==> src/rtl/dmem_access_ctrl_pkg.sv <==
// Shared definitions for the data-memory access controller: access size
// encodings, FSM state encoding and small helpers for strobes, data
// replication, alignment and misalignment detection.
// Optional feature macro: ADDR_EXC_EN (see dmem_access_ctrl.sv).
package dmem_access_ctrl_pkg;

  localparam logic [1:0] SZ_BYTE = 2'd0;
  localparam logic [1:0] SZ_HALF = 2'd1;
  localparam logic [1:0] SZ_WORD = 2'd2;  // 2'd3 is handled as a word as well

  typedef enum logic [2:0] {
    ST_IDLE   = 3'd0,
    ST_REQ    = 3'd1,
    ST_WAIT   = 3'd2,
    ST_DONE   = 3'd3,
    ST_CANCEL = 3'd4
  } state_t;

  // Half accesses need addr[0]==0, words need addr[1:0]==0.
  function automatic logic is_misaligned(input logic [1:0] size, input logic [1:0] off);
    case (size)
      SZ_BYTE: is_misaligned = 1'b0;
      SZ_HALF: is_misaligned = off[0];
      default: is_misaligned = (off != 2'b00);
    endcase
  endfunction

  // Force the address onto the natural boundary of the access.
  function automatic logic [31:0] align_addr(input logic [1:0] size, input logic [31:0] addr);
    case (size)
      SZ_BYTE: align_addr = addr;
      SZ_HALF: align_addr = {addr[31:1], 1'b0};
      default: align_addr = {addr[31:2], 2'b00};
    endcase
  endfunction

  function automatic logic [3:0] byte_strobe(input logic [1:0] size, input logic [1:0] off);
    case (size)
      SZ_BYTE: byte_strobe = 4'b0001 << off;
      SZ_HALF: byte_strobe = 4'b0011 << off;
      default: byte_strobe = 4'b1111;
    endcase
  endfunction

  // Store data is right-aligned on the pipeline side; replicate it across
  // all lanes so the strobes alone pick the bytes that land in memory.
  function automatic logic [31:0] replicate_wdata(input logic [1:0] size, input logic [31:0] wdata);
    case (size)
      SZ_BYTE: replicate_wdata = {4{wdata[7:0]}};
      SZ_HALF: replicate_wdata = {2{wdata[15:0]}};
      default: replicate_wdata = wdata;
    endcase
  endfunction

endpackage

==> src/rtl/dmem_access_ctrl_if.sv <==
// Data-memory bus: request/address phase plus data/response phase.
// master = controller side, slave = memory side.
interface dmem_access_ctrl_if;
  logic        data_req;
  logic        data_wr;
  logic [1:0]  data_size;
  logic [31:0] data_addr;
  logic [3:0]  data_wstrb;
  logic [31:0] data_wdata;
  logic        data_addr_ok;
  logic        data_data_ok;
  logic [31:0] data_rdata;

  modport master (
    output data_req, data_wr, data_size, data_addr, data_wstrb, data_wdata,
    input  data_addr_ok, data_data_ok, data_rdata
  );

  modport slave (
    input  data_req, data_wr, data_size, data_addr, data_wstrb, data_wdata,
    output data_addr_ok, data_data_ok, data_rdata
  );
endinterface

==> src/rtl/dmem_access_ctrl_load_align_ext.sv <==
// Load result formatting: picks the addressed byte/half lane out of the bus
// word and sign- or zero-extends it to 32 bits. Purely combinational.
module load_align_ext
  import dmem_access_ctrl_pkg::*;
(
  input  logic [31:0] rdata,
  input  logic [1:0]  offset,
  input  logic [1:0]  size,
  input  logic        sign,
  output logic [31:0] data
);

  logic [7:0]  lanes [4];
  logic [7:0]  lane_b;
  logic [15:0] lane_h;

  genvar gi;
  generate
    for (gi = 0; gi < 4; gi++) begin : g_lane
      assign lanes[gi] = rdata[8*gi +: 8];
    end
  endgenerate

  // Lane select followed by extension according to access size.
  always_comb begin
    lane_b = lanes[offset];
    lane_h = offset[1] ? rdata[31:16] : rdata[15:0];
    case (size)
      SZ_BYTE: data = {{24{sign & lane_b[7]}}, lane_b};
      SZ_HALF: data = {{16{sign & lane_h[15]}}, lane_h};
      default: data = rdata;
    endcase
  end

endmodule

==> src/rtl/dmem_access_ctrl.sv <==
// MEM-stage to data-bus sequencer. One load/store in flight at a time;
// stalls the pipeline until the bus responds, returns extended load data,
// and absorbs flushes without abandoning an already-issued bus transaction.
// Optional feature macro: ADDR_EXC_EN -- when defined, misaligned accesses
// raise mem_adel/mem_ades with mem_badvaddr and are not issued; otherwise the
// address is silently aligned before issue.
module dmem_access_ctrl
  import dmem_access_ctrl_pkg::*;
(
  input  logic        clk,
  input  logic        resetn,
  input  logic        mem_req,
  input  logic        mem_wr,
  input  logic [1:0]  mem_size,
  input  logic        mem_sign,
  input  logic [31:0] mem_addr,
  input  logic [31:0] mem_wdata,
  input  logic        mem_allowin,
  input  logic        flush,
  output logic        mem_stall,
  output logic [31:0] mem_rdata,
  output logic        mem_adel,
  output logic        mem_ades,
  output logic [31:0] mem_badvaddr,
  dmem_access_ctrl_if.master bus
);

  state_t      state_reg;
  logic        data_req_reg;
  logic        data_wr_reg;
  logic [1:0]  data_size_reg;
  logic [31:0] data_addr_reg;
  logic [3:0]  data_wstrb_reg;
  logic [31:0] data_wdata_reg;
  logic        sign_reg;
  logic [31:0] mem_rdata_reg;

  logic        addr_error;
  logic [31:0] issue_addr;
  logic        accept;
  logic [31:0] load_data;

`ifdef ADDR_EXC_EN
  logic misalign;
  logic err_cycle;

  assign misalign     = is_misaligned(mem_size, mem_addr[1:0]);
  assign addr_error   = misalign;
  assign issue_addr   = mem_addr;
  // The error pulse is only meaningful while idle; a flushed instruction
  // raises nothing.
  assign err_cycle    = resetn && (state_reg == ST_IDLE) && mem_req && !flush && misalign;
  assign mem_adel     = err_cycle & ~mem_wr;
  assign mem_ades     = err_cycle & mem_wr;
  assign mem_badvaddr = err_cycle ? mem_addr : 32'd0;
`else
  assign addr_error   = 1'b0;
  assign issue_addr   = align_addr(mem_size, mem_addr);
  assign mem_adel     = 1'b0;
  assign mem_ades     = 1'b0;
  assign mem_badvaddr = 32'd0;
`endif

  assign accept = resetn && (state_reg == ST_IDLE) && mem_req && !flush && !addr_error;

  // Stall the acceptance cycle combinationally, then for every state that
  // still owes the bus a response.
  assign mem_stall = accept || (state_reg == ST_REQ) || (state_reg == ST_WAIT) ||
                     (state_reg == ST_CANCEL);

  load_align_ext u_load_align_ext (
    .rdata  (bus.data_rdata),
    .offset (data_addr_reg[1:0]),
    .size   (data_size_reg),
    .sign   (sign_reg),
    .data   (load_data)
  );

  // Sequencer FSM with all bus-facing outputs and the load result registered.
  always_ff @(posedge clk or negedge resetn) begin
    if (!resetn) begin
      state_reg      <= ST_IDLE;
      data_req_reg   <= 1'b0;
      data_wr_reg    <= 1'b0;
      data_size_reg  <= 2'd0;
      data_addr_reg  <= 32'd0;
      data_wstrb_reg <= 4'd0;
      data_wdata_reg <= 32'd0;
      sign_reg       <= 1'b0;
      mem_rdata_reg  <= 32'd0;
    end else begin
      case (state_reg)
        ST_IDLE: begin
          if (accept) begin
            state_reg      <= ST_REQ;
            data_req_reg   <= 1'b1;
            data_wr_reg    <= mem_wr;
            data_size_reg  <= mem_size;
            data_addr_reg  <= issue_addr;
            data_wstrb_reg <= mem_wr ? byte_strobe(mem_size, issue_addr[1:0]) : 4'd0;
            data_wdata_reg <= replicate_wdata(mem_size, mem_wdata);
            sign_reg       <= mem_sign;
          end
        end
        ST_REQ: begin
          if (bus.data_addr_ok) begin
            data_req_reg <= 1'b0;
            if (bus.data_data_ok) begin
              if (flush) begin
                state_reg <= ST_IDLE;
              end else begin
                state_reg <= ST_DONE;
                if (!data_wr_reg) mem_rdata_reg <= load_data;
              end
            end else begin
              // Once accepted the bus owes a response, so a flush must wait it out.
              state_reg <= flush ? ST_CANCEL : ST_WAIT;
            end
          end else if (flush) begin
            state_reg    <= ST_IDLE;
            data_req_reg <= 1'b0;
          end
        end
        ST_WAIT: begin
          if (bus.data_data_ok) begin
            if (flush) begin
              state_reg <= ST_IDLE;
            end else begin
              state_reg <= ST_DONE;
              if (!data_wr_reg) mem_rdata_reg <= load_data;
            end
          end else if (flush) begin
            state_reg <= ST_CANCEL;
          end
        end
        ST_CANCEL: begin
          if (bus.data_data_ok) state_reg <= ST_IDLE;
        end
        ST_DONE: begin
          if (mem_allowin || flush) state_reg <= ST_IDLE;
        end
        default: state_reg <= ST_IDLE;
      endcase
    end
  end

  assign bus.data_req   = data_req_reg;
  assign bus.data_wr    = data_wr_reg;
  assign bus.data_size  = data_size_reg;
  assign bus.data_addr  = data_addr_reg;
  assign bus.data_wstrb = data_wstrb_reg;
  assign bus.data_wdata = data_wdata_reg;
  assign mem_rdata      = mem_rdata_reg;

endmodule
==> src/flat_wrapper.sv <==
// flat-port wrapper written by rule: the top's interface ports become plain ports
module dmem_access_ctrl_flat import dmem_access_ctrl_pkg::*;
  (clk, resetn, mem_req, mem_wr, mem_size, mem_sign, mem_addr, mem_wdata, mem_allowin, flush, mem_stall, mem_rdata, mem_adel, mem_ades, mem_badvaddr, bus_data_req, bus_data_wr, bus_data_size, bus_data_addr, bus_data_wstrb, bus_data_wdata, bus_data_addr_ok, bus_data_data_ok, bus_data_rdata);
  dmem_access_ctrl_if bus_i ();
  input  logic clk;
  input  logic resetn;
  input  logic mem_req;
  input  logic mem_wr;
  input  logic [1:0] mem_size;
  input  logic mem_sign;
  input  logic [31:0] mem_addr;
  input  logic [31:0] mem_wdata;
  input  logic mem_allowin;
  input  logic flush;
  output logic mem_stall;
  output logic [31:0] mem_rdata;
  output logic mem_adel;
  output logic mem_ades;
  output logic [31:0] mem_badvaddr;
  output wire logic [$bits(bus_i.data_req)-1:0] bus_data_req;
  output wire logic [$bits(bus_i.data_wr)-1:0] bus_data_wr;
  output wire logic [$bits(bus_i.data_size)-1:0] bus_data_size;
  output wire logic [$bits(bus_i.data_addr)-1:0] bus_data_addr;
  output wire logic [$bits(bus_i.data_wstrb)-1:0] bus_data_wstrb;
  output wire logic [$bits(bus_i.data_wdata)-1:0] bus_data_wdata;
  input wire logic [$bits(bus_i.data_addr_ok)-1:0] bus_data_addr_ok;
  input wire logic [$bits(bus_i.data_data_ok)-1:0] bus_data_data_ok;
  input wire logic [$bits(bus_i.data_rdata)-1:0] bus_data_rdata;
  assign bus_data_req = bus_i.data_req;
  assign bus_data_wr = bus_i.data_wr;
  assign bus_data_size = bus_i.data_size;
  assign bus_data_addr = bus_i.data_addr;
  assign bus_data_wstrb = bus_i.data_wstrb;
  assign bus_data_wdata = bus_i.data_wdata;
  assign bus_i.data_addr_ok = bus_data_addr_ok;
  assign bus_i.data_data_ok = bus_data_data_ok;
  assign bus_i.data_rdata = bus_data_rdata;
  dmem_access_ctrl u_core (.clk(clk), .resetn(resetn), .mem_req(mem_req), .mem_wr(mem_wr), .mem_size(mem_size), .mem_sign(mem_sign), .mem_addr(mem_addr), .mem_wdata(mem_wdata), .mem_allowin(mem_allowin), .flush(flush), .mem_stall(mem_stall), .mem_rdata(mem_rdata), .mem_adel(mem_adel), .mem_ades(mem_ades), .mem_badvaddr(mem_badvaddr), .bus(bus_i));
endmodule
==> config.mk <==
export PLATFORM = sky130hd
export DESIGN_NAME = dmem_access_ctrl_flat
export DESIGN_NICKNAME = d
export VERILOG_FILES = /design/src/rtl/dmem_access_ctrl_pkg.sv /design/src/rtl/dmem_access_ctrl_if.sv /design/src/rtl/dmem_access_ctrl_load_align_ext.sv /design/src/rtl/dmem_access_ctrl.sv /design/src/flat_wrapper.sv
export SDC_FILE = /design/constraint.sdc
export NUM_CORES = 1
export LEC_CHECK = 0
export ABC_AREA = 1
export CORE_AREA = 4 4 137 152
export CTS_CLUSTER_DIAMETER = 50
export DETAILED_ROUTE_END_ITERATION = 8
export DIE_AREA = 0 0 141 156
export GPL_ROUTABILITY_DRIVEN = 1
export PLACE_DENSITY = 0.65
export SYNTH_ARGS = -nofsm -noshare
export SYNTH_HDL_FRONTEND = slang
export SYNTH_HIERARCHICAL = 1
export SYNTH_SLANG_ARGS = --single-unit
==> constraint.sdc <==
create_clock -name clk -period 1.9 [get_ports clk]
set_clock_uncertainty 0.1 [all_clocks]
set_input_delay 0.38 -clock clk [delete_from_list [all_inputs] [get_ports clk]]
set_output_delay 0.38 -clock clk [all_outputs]
set_load 0.1 [all_outputs]
==> metrics list, run 1 <==
- Following the worst setup path forward leads to its endpoint at mem_stall.
- Detail Route Antenna Nets: 0
* Number of top-level design ports: 246
- After routing the design area is 9530 um2.
- Clock Latency Late Sink: 0.36 ns
- Violations in the final reports: setup timing
* First-pass GRT wire length: 27500 um
- Prevailing post-synth register cell: dfrtp_1
* Endpoint class of the critical path: output pin
- Counting distinct cell types in the post-synthesis netlist gives 37.
- Buffer cell driving the clock tree root: clkbuf_16
- The largest total area in the synthesized netlist belongs to dfrtp_1.
- The critical path starts at u_core/state_reg[2]$_DFFE_PN0P_.
- Flop2flop setup slack: 0.08 ns
* Initial core utilization: 29.9%
- In this run, synthesis inferred 0 flip-flops with an integrated enable.
- Clock tree synthesis inserted a total of 9 buffers.
- Die footprint: 22000 um2
- Area share of the largest cell type after synthesis: 47.3%
- Data arrival, critical path: 1.44 ns
* Antenna violations before repair: 0
* Most common cell after layout, fill and taps aside: nand2_1
- Layout fillers: 1767
* Final RePlAce weighted congestion: 0.874
- Chip height: 156 um
- Leaving out fill and tap cells, the most frequent cells in the layout are 313 x nand2_1, 116 x buf_12, 104 x clkdlybuf4s50_1, 101 x dfrtp_1, 53 x nand3_1.
- The number of global-route vias before repair came to 5268.
- Along the worst path, the maximum fanout reaches 3.
- Setup repair after global routing could not meet its margin everywhere.
- Drt wl/cell: 15.0 um
- Setup slack on the critical path of the routed design comes to -0.0184 ns.
- CP Class: reg -> out
* Clock transition at the registers of the reported paths: 0.08 ns
* Result of the run: finished, violations left
* Endpoint of the worst register-to-register path: u_core/bus.data_wdata[23]$_DFFE_PN0P_
- Entering global routing, the biggest net connects 55 pins.
* Ratio of routed vias to standard cells: 4.48
- STA puts the critical path data required time at 1.42 ns.
* Remaining routing DRC violations: 0
* Horizontal extent of the die: 141 um
- Core box area: 19100 um2
- Count of mapped cells out of synthesis: 718
- Setup violations remaining at the end of the flow were counted as 1.
- After layout, the minimum clock period comes to 1.92 ns.
- #FFs+latches synth: 108
- In this run, the number of DRC markers left after iteration 0 of detailed routing was 238.
- The number of endpoints with negative hold slack in the final report was 0.
- Count of buffers from port buffering: 211
- In the synthesized netlist the async set-or-reset flop fraction comes to 100%.
- For this run, the post-layout net count is 1046.
* Number of hold buffers added after CTS: 0
* Worst-case reg-to-reg path depth: 11
- In this run the tightest slew margin relative to its limit is 51.2%.
- Layout-stage area growth over the synthesis result: 66.9%
* Sum of overflow across all layers after global routing: 0
* Total GRT Usage: 15.8%
* Ranking of synthesized cells by area: dfrtp_1 47%, nand2_1 21%, nand3_1 4.8%
- For this design, the sink count on the clock tree is 108.
- Launching point of the worst reg2reg path: u_core/state_reg[2]$_DFFE_PN0P_
- CTS H-tree lvls: 3
- Mean instance size in the synthesized netlist: 7.95 um2
- Worst min-delay path class: in -> async
* Measured slew at the worst slew-check pin: 0.732 ns
- TritonCTS built the clock tree.
- The synthesized netlist occupies a cell area of 5710 um2.
* Final Slew Violations: 0
* Sort of element at the start of the critical path: flip-flop
- Number of iterations in the first detailed-routing pass: 4
- Detailed routing inserted a total of 5338 vias.
- For this run, the number of Yosys warnings is 6.
- DPL Wire Length: 13500 um
- Summing all placed instances gives a cell area of 9150 um2.
- For this run, the top clock speed supported by timing is 521 MHz.
- 0 antenna diodes ended up in the layout.
- Sequential cells were found to cover 47.3% of the synthesized design area.
- In this run the deepest clock path goes through 2 buffers.
- Fraction of layout instances using a drive strength above 1: 24.0%
* Max capacitance violation total: 0
- Final cycle utilization of the critical path: 101%
- The floorplan has 53 rows.
* Total routed wirelength: 17900 um
==> layout make-up <==
cell class / count / area [um2] / share of cell area, %
sequential: 108 / 2710 / 28.4
multi-input combinational: 553 / 2540 / 26.7
clock inverter: 7 / 67.6 / 0.709
tap: 247 / 309 / 3.24
timing repair buffer: 250 / 3600 / 37.7
clock buffer: 9 / 225 / 2.36
inverter: 17 / 76.3 / 0.801
==> how the worst min path moves through the flow <==
stage                                               startpoint                                    to  slack [ns]  cells after the start
after detailed placement  u_core/bus.data_wdata[5]$_DFFE_PN0P_  u_core/bus.data_wdata[5]$_DFFE_PN0P_        0.42                      2
final                                                   resetn       u_core/mem_rdata[5]$_DFFE_PN0P_         0.1                      2
after global placement         u_core/mem_rdata[2]$_DFFE_PN0P_       u_core/mem_rdata[2]$_DFFE_PN0P_        0.42                      2
after floorplan                                         resetn   u_core/bus.data_addr[0]$_DFFE_PN0P_       -0.02                      0
after CTS                                               resetn      u_core/mem_rdata[10]$_DFFE_PN0P_        0.13                      2
after global routing                                    resetn  u_core/bus.data_wdata[1]$_DFFE_PN0P_        0.16                      2
==> what timing repair did <==
item | in CTS | in global routing
resized for setup | 4 | 8
setup endpoints to repair | 1 | 1
pin swaps | 2 | 3
setup buffers | 6 | 2
==> metal layers <==
| metal | up-vias | track usage (%) | wire length, um |
|---|---|---|---|
| li1 | 2661 | - | - |
| met1 | 2451 | 19.0 | 7110 |
| met2 | 202 | 26.4 | 8770 |
| met3 | 24 | 5.98 | 1740 |
| met4 | 0 | 5.12 | 286 |
| met5 | - | 0 | 0 |
==> cells by family after synthesis <==
logic type | after synthesis | synth area share, %
AO/OA/AOI/OAI | 73 | 7.03
buffers and inverters | 90 | 10.7
flip-flops | 108 | 47.3
other | 1 | 0.0657
AND/OR/NAND/NOR | 446 | 34.9
==> critical path: stages (launching register included) <==
cell,delay (ns)
dfrtp_1,0.43
nor2_4,0.15
nand2_2,0.09
nor2_4,0.10
nor2_2,0.04
nand3_2,0.09
buf_12,0.17
==> stage by stage <==
stage | utilization [%] | TNS, ns | worst slack, ns | hold WS, ns | std cells
6_report | 49.9 | -0.0184 | -0.0184 | 0.0992 | 1191
5_1_grt | 49.9 | -0.130 | -0.0734 | 0.161 | 1191
4_1_cts | 49.7 | -0.0477 | -0.0477 | 0.134 | 1189
3_5_place_dp | 47.9 | -3.39 | -0.114 | 0.421 | 1167
3_3_place_gp | 47.9 | -1.75 | -0.0594 | 0.416 | 1167
2_1_floorplan | - | -0.00446 | -0.00446 | -0.0156 | 751
==> cells in the mapped netlist (all sizes together), types with 7 or more instances <==
| library cell | n |
|---|---|
| nand2 | 328 |
| a21oi | 20 |
| or2 | 7 |
| and2 | 7 |
| o21ai | 37 |
| dfrtp | 108 |
| clkbuf | 11 |
| nand3 | 77 |
| o211ai | 7 |
| buf | 62 |
| inv | 15 |
| nor2 | 25 |
Power of run 1 is left out: the tool's default activity adds up to more than one toggle a clock period on the data nets, which glitch-free logic cannot reach.
==> run 2, diff against run 1 <==
--- a/config.mk
+++ b/config.mk
@@ -11,7 +11,7 @@
 export DETAILED_ROUTE_END_ITERATION = 8
 export DIE_AREA = 0 0 141 156
 export GPL_ROUTABILITY_DRIVEN = 1
-export PLACE_DENSITY = 0.65
+export PLACE_DENSITY = 0.57
 export SYNTH_ARGS = -nofsm -noshare
 export SYNTH_HDL_FRONTEND = slang
 export SYNTH_HIERARCHICAL = 1
==> run 2 against run 1 <==
Against the previous run:
- the run still ends with setup timing left
- die area unchanged
- critical path depth unchanged
- cell count unchanged
- worst setup slack improved by 0.012 ns
- critical endpoint unchanged
- largest cell class unchanged
==> metrics list, run 2 (synthesis gave the netlist of run 1 again) <==
- The total vias in the final route was 5308 (-0.56%).
* Multi-input gate area: 2550 um2 (+0.34%)
- Post-route worst hold slack: 0.0343 ns (-0.0648 ns)
* Number of hold buffers added after CTS: 0 (unchanged)
- The ratio of cells with drive above 1 in the final layout came to 23.8% (-0.21 points).
* Diodes inserted: 0 (unchanged)
- Number of top-level design ports: 246 (unchanged)
- The number of endpoints with negative hold slack in the final report came to 0 (unchanged).
- Achievable clock frequency: 525 MHz (+0.64%)
* Worst slew margin relative to its limit: 59.6% (+8.4 points)
* Post-route worst setup slack: -0.00619 ns (+0.0122 ns)
- Number of iterations in the first detailed-routing pass: 5 (+1)
- The number of nets in the final layout came to 1046 (unchanged).
- Sort of element at the start of the critical path: flip-flop
* Max Root-Sink Buffers: 2 (unchanged)
- Result of the run: finished, violations left
- Max capacitance violation total: 0 (unchanged)
- The placed standard-cell area is 9110 um2 (-0.46%).
- Layout fillers: 1829 (+3.5%)
- The critical path is of the reg -> out type.
- Beginning of the critical path: u_core/state_reg[1]$_DFFE_PN0P_
- Site Rows: 53 (unchanged)
- The longest individual stage delay on the worst path is 0.46 ns (+0.03 ns).
- Remaining routing DRC violations: 0 (unchanged)
- The overall global routing resource usage was 16.3% (+0.44 points).
* Violations in the final reports: setup timing
- Worst endpoint required time: 1.42 ns (about the same)
- The cell sitting at the root of the clock tree is a clkbuf_16.
- Initial core utilization: 29.9% (unchanged)
* Total routed wirelength: 18400 um (+2.9%)
* Die footprint: 22000 um2 (unchanged)
- The worst register-to-register path begins at u_core/state_reg[1]$_DFFE_PN0P_.
- WP buf/inv: 1 (unchanged)
- Endpoint of the worst register-to-register path: u_core/bus.data_wdata[23]$_DFFE_PN0P_
- The final routed wire length divided by cell count came to 15.5 um (+2.9%).
- Share of the core filled with cells: 49.8% (-0.13 points)
- Clock Latency Late Sink: 0.35 ns (about the same)
- TritonCTS clock tree: done
- Leaving out fill and tap cells, the most frequent cell in the layout is nand2_1.
* Antenna violations before repair: 0 (unchanged)
- The global route total overflow was 0 (unchanged).
* Final RePlAce weighted congestion: 0.887 (+1.6%)
- Peak fanout along the critical path: 4 (+1)
- Top cell by count, worst path: nor2_4
* CP max-delay cell: dfrtp_2
* First-pass GRT wire length: 28400 um (+3.1%)
- Largest delay share family, worst path: flip-flops
- Min Clock Period, post-route: 1.91 ns (-0.0122 ns)
* Worst-case reg-to-reg path depth: 9 (-2)
- Highest-count cells in the layout ignoring fill and taps: 313 x nand2_1, 112 x buf_12, 105 x clkdlybuf4s50_1, 101 x dfrtp_1, 53 x nand3_1
- The via count normalized by instance count came to 4.46 (-0.56%).
- Horizontal extent of the die: 141 um (unchanged)
* Endpoints failing setup: 1 (unchanged)
- The final period utilization was 100% (-0.64 points).
- Layout-stage area growth over the synthesis result: 66.5%
* Chip height: 156 um (unchanged)
- The critical path arrival came to 1.43 ns (about the same).
- The core outline area was 19100 um2 (unchanged).
- The internal reg-to-reg setup slack is 0.13 ns (+0.05 ns).
- DPL Wire Length: 14000 um (+3.1%)
* Measured slew at the worst slew-check pin: 0.606 ns (-0.126 ns)
- The number of input and output port buffers inserted was 211 (unchanged).
* Endpoint class of the critical path: output pin
* Starting DRT DRC Count: 224 (-5.9%)
- Number of global-route vias before repair: 5322 (+1.0%)
- The pre-CTS setup slack is -0.108 ns (+0.00567 ns).
* Area used by sequential logic in the layout: 2710 um2 (unchanged)
* Finished Cell Area: 9510 um2 (-0.26%)
- The number of pins with negative max-slew slack in the final report was 0 (unchanged).
- The number of buffers created by CTS is 9 (unchanged).
- The critical path goes through nor2_4 > nand2_4 > nor2_4 > nor2_2 > nand3_2 > buf_12.
* Maximum number of pins on one net before global-route repair: 109 (+98%)
* Clock sink total: 108 (unchanged)
* Detail Route Antenna Nets: 0 (unchanged)
- The clock-pin slew reported for the worst setup and hold paths after clock tree synthesis came to 0.07 ns (about the same).
- Worst min-delay path class: in -> async
- Setup repair after global routing missed its margin: true
- CTS H-tree lvls: 3 (unchanged)
-- run 2: cell count changes in the layout (fill, tap and decap cells not counted), moves of 2 or more --
cell      delta
buf_12       -4
inv_8        -2
clkinv_4     -2
inv_6        +3
buf_4        +5
-- run 2: final cells by class --
type / count / share of cell area [%]
flip-flops and latches: 108 / 28.5
repair buffers: 250 / 37.3
clock inverters: 6 / 0.803
inverters: 17 / 0.803
clock buffers: 10 / 2.51
multi-input cells: 553 / 26.9
well taps: 247 / 3.25
-- run 2: worst max path at each step --
stage,slack (ns),endpoint,cells after the start
5_1_grt,-0.09,mem_stall,6
2_1_floorplan,-0.004,mem_stall,6
3_5_place_dp,-0.11,u_core/bus.data_wdata[23]$_DFFE_PN0P_,8
3_3_place_gp,-0.08,mem_stall,7
6_report,-0.006,mem_stall,6
4_1_cts,-0.04,mem_stall,6
-- run 2: timing repair --
item | in CTS | in global routing
resized for setup | 4 | 5
endpoints found under the setup margin | 1 | 1
setup buffers | 6 | 1
gates cloned | 0 | 0
pin swaps | 2 | 3
-- run 2: per-layer routing --
layer / global-route usage (%) / up-vias / part of all wire (%)
li1: - / 2662 / -
met1: 20.1 / 2443 / 40
met2: 27.1 / 182 / 49
met3: 5.24 / 21 / 9.3
met4: 5.31 / 0 / 1.9
met5: 0 / - / 0
-- run 2: metrics by stage --
| stage | TNS [ns] | instances |
|---|---|---|
| floorplan | -0.00446 | 751 |
| global placement | -2.14 | 1168 |
| detailed placement | -3.50 | 1168 |
| CTS | -0.0443 | 1190 |
| global route | -0.0854 | 1191 |
| finish | -0.00619 | 1191 |
Power of run 2 is left out for the same reason.
